**config.mk**
```make
export PLATFORM = sky130hd
export DESIGN_NAME = ro_freq_meter
export DESIGN_NICKNAME = d
export VERILOG_FILES = /design/src/rtl/ro_meter_pkg.sv /design/src/rtl/ro_sync_edge.sv /design/src/rtl/ro_freq_meter.sv
export SDC_FILE = /design/constraint.sdc
export NUM_CORES = 1
export LEC_CHECK = 0
export ABC_AREA = 1
export BUFFER_PORTS_ARGS = -buffer_cell sky130_fd_sc_hd__buf_2
export CORE_AREA = 2 2 98 100
export CTS_CLUSTER_DIAMETER = 120
export DETAILED_ROUTE_END_ITERATION = 12
export DIE_AREA = 0 0 100 102
export PLACE_DENSITY = 0.87
export SETUP_SLACK_MARGIN = 0.1
export SYNTH_ARGS = -nofsm -noshare
export SYNTH_HDL_FRONTEND = slang
export SYNTH_SLANG_ARGS = --single-unit
```
**constraint.sdc**
```tcl
create_clock -name clk -period 2.5 [get_ports clk]
set_input_delay 0.125 -clock clk [delete_from_list [all_inputs] [get_ports clk]]
set_output_delay 0.125 -clock clk [all_outputs]
set_load 0.02 [all_outputs]
```
**src/rtl/ro_meter_pkg.sv**
```systemverilog
// rtl/ro_meter_pkg.sv - shared state encoding and constants for the RO frequency meter
package ro_meter_pkg;

  typedef enum logic [1:0] {
    IDLE   = 2'd0,
    SETTLE = 2'd1,
    GATE   = 2'd2,
    DONE   = 2'd3
  } meter_state_t;

  localparam logic RO_SEL_RING = 1'b0;
  localparam logic RO_SEL_HOLD = 1'b1;

  localparam int DEF_GATE_CYCLES   = 100000;
  localparam int DEF_SETTLE_CYCLES = 16;

  function automatic int max_int(input int a, input int b);
    return (a > b) ? a : b;
  endfunction

endpackage

```
**src/rtl/ro_sync_edge.sv**
```systemverilog
// rtl/ro_sync_edge.sv - multi-flop synchronizer for the async RO output plus rising-edge pulse
module ro_sync_edge #(
  parameter int SYNC_STAGES = 2
) (
  input  logic clk,
  input  logic rst,
  input  logic async_in,
  output logic rise
);

  (* ASYNC_REG = "TRUE" *) logic [SYNC_STAGES-1:0] sync;
  logic prev;

  always_ff @(posedge clk) begin
    if (rst) begin
      sync <= '0;
      prev <= 1'b0;
    end else begin
      sync <= {sync[SYNC_STAGES-2:0], async_in};
      prev <= sync[SYNC_STAGES-1];
    end
  end

  assign rise = sync[SYNC_STAGES-1] & ~prev;

endmodule

```
**src/rtl/ro_freq_meter.sv**
```systemverilog
// rtl/ro_freq_meter.sv - ring-oscillator edge counter over a fixed gate window
module ro_freq_meter
  import ro_meter_pkg::*;
#(
  parameter int GATE_CYCLES   = DEF_GATE_CYCLES,
  parameter int SETTLE_CYCLES = DEF_SETTLE_CYCLES,
  parameter int CNT_W         = 32,
  parameter int SYNC_STAGES   = 2
) (
  input  logic             clk,
  input  logic             rst,
  input  logic             start,
  input  logic             abort,
  input  logic             ro_clk,
  output logic             ro_en,
  output logic             ro_sel,
  output logic             busy,
  output logic             done,
  output logic [CNT_W-1:0] count,
  output logic             overflow
);

  localparam int TMR_W = $clog2(max_int(GATE_CYCLES, SETTLE_CYCLES) + 1);
  localparam logic [TMR_W-1:0] SETTLE_LAST = TMR_W'(SETTLE_CYCLES - 1);
  localparam logic [TMR_W-1:0] GATE_LAST   = TMR_W'(GATE_CYCLES - 1);

  meter_state_t     state;
  logic [TMR_W-1:0] timer;
  logic [CNT_W-1:0] counter;
  logic [CNT_W-1:0] counter_nxt;
  logic             sat;
  logic             sat_nxt;
  logic             rise;

  ro_sync_edge #(.SYNC_STAGES(SYNC_STAGES)) u_sync (
    .clk      (clk),
    .rst      (rst),
    .async_in (ro_clk),
    .rise     (rise)
  );

  // Counter sticks at all-ones; the flag marks that the figure is a lower bound.
  always_comb begin
    counter_nxt = counter;
    sat_nxt     = sat;
    if (rise && !(&counter)) begin
      counter_nxt = counter + 1'b1;
      sat_nxt     = &(counter + 1'b1);
    end
  end

  always_ff @(posedge clk) begin
    if (rst) begin
      state    <= IDLE;
      timer    <= '0;
      counter  <= '0;
      sat      <= 1'b0;
      ro_en    <= 1'b0;
      ro_sel   <= RO_SEL_HOLD;
      busy     <= 1'b0;
      done     <= 1'b0;
      count    <= '0;
      overflow <= 1'b0;
    end else begin
      case (state)
        IDLE: begin
          if (start && !abort) begin
            state  <= SETTLE;
            timer  <= '0;
            busy   <= 1'b1;
            ro_en  <= 1'b1;
            ro_sel <= RO_SEL_RING;
          end
        end
        SETTLE: begin
          counter <= '0;
          sat     <= 1'b0;
          if (abort) begin
            state  <= IDLE;
            busy   <= 1'b0;
            ro_en  <= 1'b0;
            ro_sel <= RO_SEL_HOLD;
          end else if (timer == SETTLE_LAST) begin
            state <= GATE;
            timer <= '0;
          end else begin
            timer <= timer + 1'b1;
          end
        end
        GATE: begin
          if (abort) begin
            state  <= IDLE;
            busy   <= 1'b0;
            ro_en  <= 1'b0;
            ro_sel <= RO_SEL_HOLD;
          end else begin
            counter <= counter_nxt;
            sat     <= sat_nxt;
            // Publish on the last gate edge so the result is valid alongside done.
            if (timer == GATE_LAST) begin
              state    <= DONE;
              count    <= counter_nxt;
              overflow <= sat_nxt;
              done     <= 1'b1;
              busy     <= 1'b0;
              ro_en    <= 1'b0;
              ro_sel   <= RO_SEL_HOLD;
            end else begin
              timer <= timer + 1'b1;
            end
          end
        end
        DONE: begin
          done  <= 1'b0;
          state <= IDLE;
        end
        default: state <= IDLE;
      endcase
    end
  end

endmodule

```
==> impl_metrics.tcl <==
set metrics [dict create \
    synth-warning-count 0 \
    crit_fanout 22 \
    cp.required_ns 2.81 \
    netlist-cell-type-count 40 \
    synth.cells.most_frequent "315 x sky130_fd_sc_hd__nand2_1, 107 x sky130_fd_sc_hd__nor2_1, 91 x sky130_fd_sc_hd__dfxtp_1" \
    synth-seq-area-share 0.342 \
    nets_finish 904 \
    number_of_maximum_capacitance_violations 0 \
    timing.critical_path.mode_cell "sky130_fd_sc_hd__nand2_2" \
    numCtsBuffers 9 \
    floorplan.core_area_mm2 0.00911 \
    placement.io_buffers 41 \
    synth-main-ff-cell "sky130_fd_sc_hd__dfxtp_1" \
    numClockSinks 91 \
    number_of_flops_mapped_to_enable_cells_by_yosys 0 \
    critPathTopFamily "simple AND/OR/NAND/NOR gates" \
    grt_usage 0.281 \
    number_of_global_route_vias_before_repair 4887 \
    worst_hold_slack_ns 0.0288 \
    dr.first_iter.drc_count 364 \
    hold_path_class "in2reg" \
    row_count 35 \
    grt_setup_unrepaired "true" \
    netlist_instances 854 \
    max_slew_headroom 0.663 \
    initial_core_util 0.585 \
    synth_fp_nets 866 \
    report.final.setup_viol 0 \
    place_hpwl_mm 10.0 \
    critical_path_class "reg2reg" \
    ys_ff_latch 91 \
    pin_count 42 \
    powerDensity_mw_per_mm2 591 \
    routedWlPerCell_um 13.6 \
    flow.area_growth_from_synthesis_pct 9.91 \
    timing.critical_path.from_type "flop" \
    result_of_the_run "complete, no violations" \
    antenna-diode-count 0 \
    synth_cell_area_mm2 0.00533 \
    die-area_mm2 0.0102 \
    tightest_slew_ns 0.505 \
    timing.critical_path.slowest_cell_delay_ns 0.39 \
    antenna_violations_before_repair 0 \
    fmax_ghz 0.448 \
    gp_congestion 0.958 \
    clk_pin_slew_ns 0.10 \
    vdd_ir_drop_max_mv 0.832 \
    layout-drive-gt1-share 0.133 \
    finalHoldViolCount 0 \
    most_area_hungry_cell_type_in_the_yosys_netlist "sky130_fd_sc_hd__dfxtp_1" \
    final_setup_skew_ns 0.0129 \
    min_clock_period_post_route_ns 2.23 \
    ordered_cell_list_for_the_critical_path "ha_1 > nand2_2 > nor2_4 > nand2_2 > nor2_4 > nand2_2 > nand3_4 > buf_6 > nand2_1 > o21ai_0 > nand2_1 > a21oi_1" \
    synth_top_area_share 0.342 \
    post_drt_via_cell_ratio 5.47 \
    vias 5513 \
    asyncSetResetFlopFracSynth 0 \
    height_of_the_die_um 102 \
    synth_most_common_cell "sky130_fd_sc_hd__nand2_1" \
    grt_start_max_net_pins 40 \
    period_share 0.892 \
    postRouteWirelength_mm 13.8 \
    first_pass_detailed_route_iteration_total 5 \
    ys_top_cells_by_area "sky130_fd_sc_hd__dfxtp_1 34%, sky130_fd_sc_hd__nand2_1 22%, sky130_fd_sc_hd__nor2_1 7.5%" \
    drt_drc_violations_left 0 \
    htree_levels 3 \
    cts_tree "done" \
    first_pass_grt_wire_length_mm 22.9 \
    totalNegativeSetupSlack_ns 0 \
    cts-root-buf "sky130_fd_sc_hd__clkbuf_8" \
    power.static_leakage_nw 2.16 \
    worst_setup_path_end_kind "flop" \
    clock_latency_ns 0.38 \
    detail-route-antenna-nets 0 \
    critical_path_buf_inv_count 1 \
    avgSynthCellArea_um2 6.24 \
    worst_ep_arrival_time_ns 2.54 \
    cpMaxStageDelayCell "sky130_fd_sc_hd__dfxtp_1" \
    report.final.slew_viol_count 0 \
    clockBufferDepth 2 \
    die_wd_um 100 \
    globalRouteOverflowTotal 0 \
]
## path summary, 6_finish.rpt
kind | from | end | slack [ns] | depth (start not counted)
hold / removal | rst | ro_sel | 0.03 | 3
setup reg to reg | counter[0] | count[5] | 0.27 | 12
setup / recovery | counter[0] | count[5] | 0.27 | 12
hold reg to reg | u_sync.sync[0] | u_sync.sync[1] | 0.41 | 2
## power breakdown
part / internal [W] / total [W] / switching (W)
Combinational: 0.000252 / 0.000893 / 0.000641
Sequential: 0.00149 / 0.00153 / 0.0000351
Clock: 0.000469 / 0.00104 / 0.000572
## cells by family after synthesis
group                    count (synthesis)  synth area share
AND/OR/NAND/NOR                        510             0.398
AO/OA/AOI/OAI                          127             0.141
buffers and inverters                  113            0.0937
flip-flops                              91             0.342
adder cells (fa/ha/maj)                  7            0.0164
XOR/XNOR                                 6           0.00986
## layout by cell type (no fill, tap or decap), types with 3 or more instances in the layout
| master | n |
|---|---|
| sky130_fd_sc_hd__a211oi_1 | 5 |
| sky130_fd_sc_hd__a21oi_1 | 72 |
| sky130_fd_sc_hd__a21oi_2 | 7 |
| sky130_fd_sc_hd__buf_2 | 41 |
| sky130_fd_sc_hd__buf_4 | 16 |
| sky130_fd_sc_hd__clkbuf_8 | 9 |
| sky130_fd_sc_hd__dfxtp_1 | 90 |
| sky130_fd_sc_hd__ha_1 | 7 |
| sky130_fd_sc_hd__inv_1 | 78 |
| sky130_fd_sc_hd__nand2_1 | 315 |
| sky130_fd_sc_hd__nand2_2 | 5 |
| sky130_fd_sc_hd__nand3_1 | 43 |
| sky130_fd_sc_hd__nand4_1 | 12 |
| sky130_fd_sc_hd__nor2_1 | 104 |
| sky130_fd_sc_hd__nor2_2 | 3 |
| sky130_fd_sc_hd__nor2_4 | 6 |
| sky130_fd_sc_hd__nor3_1 | 11 |
| sky130_fd_sc_hd__o21ai_0 | 20 |
| sky130_fd_sc_hd__o21ai_2 | 14 |
| sky130_fd_sc_hd__xor2_1 | 5 |
## cell type report
cell class / instances / area [µm²]
clock buffer: 11 / 131
clock inverter: 5 / 60.1
fill: 858 / 3250
inverter: 80 / 303
multi-input combinational: 650 / 3030
sequential: 91 / 1820
tap: 111 / 139
timing repair buffer: 60 / 367
## stage by stage
| step | std cells | cell area [µm²] | power (W) | util | setup WS [ns] |
|---|---|---|---|---|---|
| after global placement | 989 | 5620 | 0.00243 | 0.617 | 0.339 |
| after floorplan | 854 | 5330 | 0.00220 | - | 0.572 |
| after detailed placement | 989 | 5620 | 0.00244 | 0.617 | 0.264 |
| after CTS | 1006 | 5820 | 0.00345 | 0.639 | 0.200 |
| after global routing | 1008 | 5860 | 0.00363 | 0.643 | 0.0774 |
| final | 1008 | 5860 | 0.00346 | 0.643 | 0.269 |
## tightest hold or removal path, cell delays in order
cell,delay [ns]
sky130_fd_sc_hd__buf_2,0.11
sky130_fd_sc_hd__inv_1,0.08
sky130_fd_sc_hd__nand2_1,0.07
## routing by layer
| layer | part of all wire | global-route usage | up-vias | wire, µm |
|---|---|---|---|---|
| li1 | - | - | 2787 | - |
| met1 | 0.47 | 0.394 | 2454 | 6470 |
| met2 | 0.44 | 0.442 | 240 | 5990 |
| met3 | 0.075 | 0.0506 | 32 | 1030 |
| met4 | 0.020 | 0.0896 | 0 | 270 |
| met5 | 0 | 0 | - | 0 |
## state kept, by name, indices dropped and copies added (netlist names), 2 cells and up
signal / cells
count: 32
counter: 32
timer: 17
state: 2
u_sync.sync: 2
## timing repair
action | CTS | global route
endpoints found under the hold margin | 1 | 0
setup endpoints to repair | 0 | 44
hold buffers | 1 | 0
buffers inserted | 0 | 2
resized for setup | 0 | 8
Note: power is estimated with default switching activity, not from simulation.
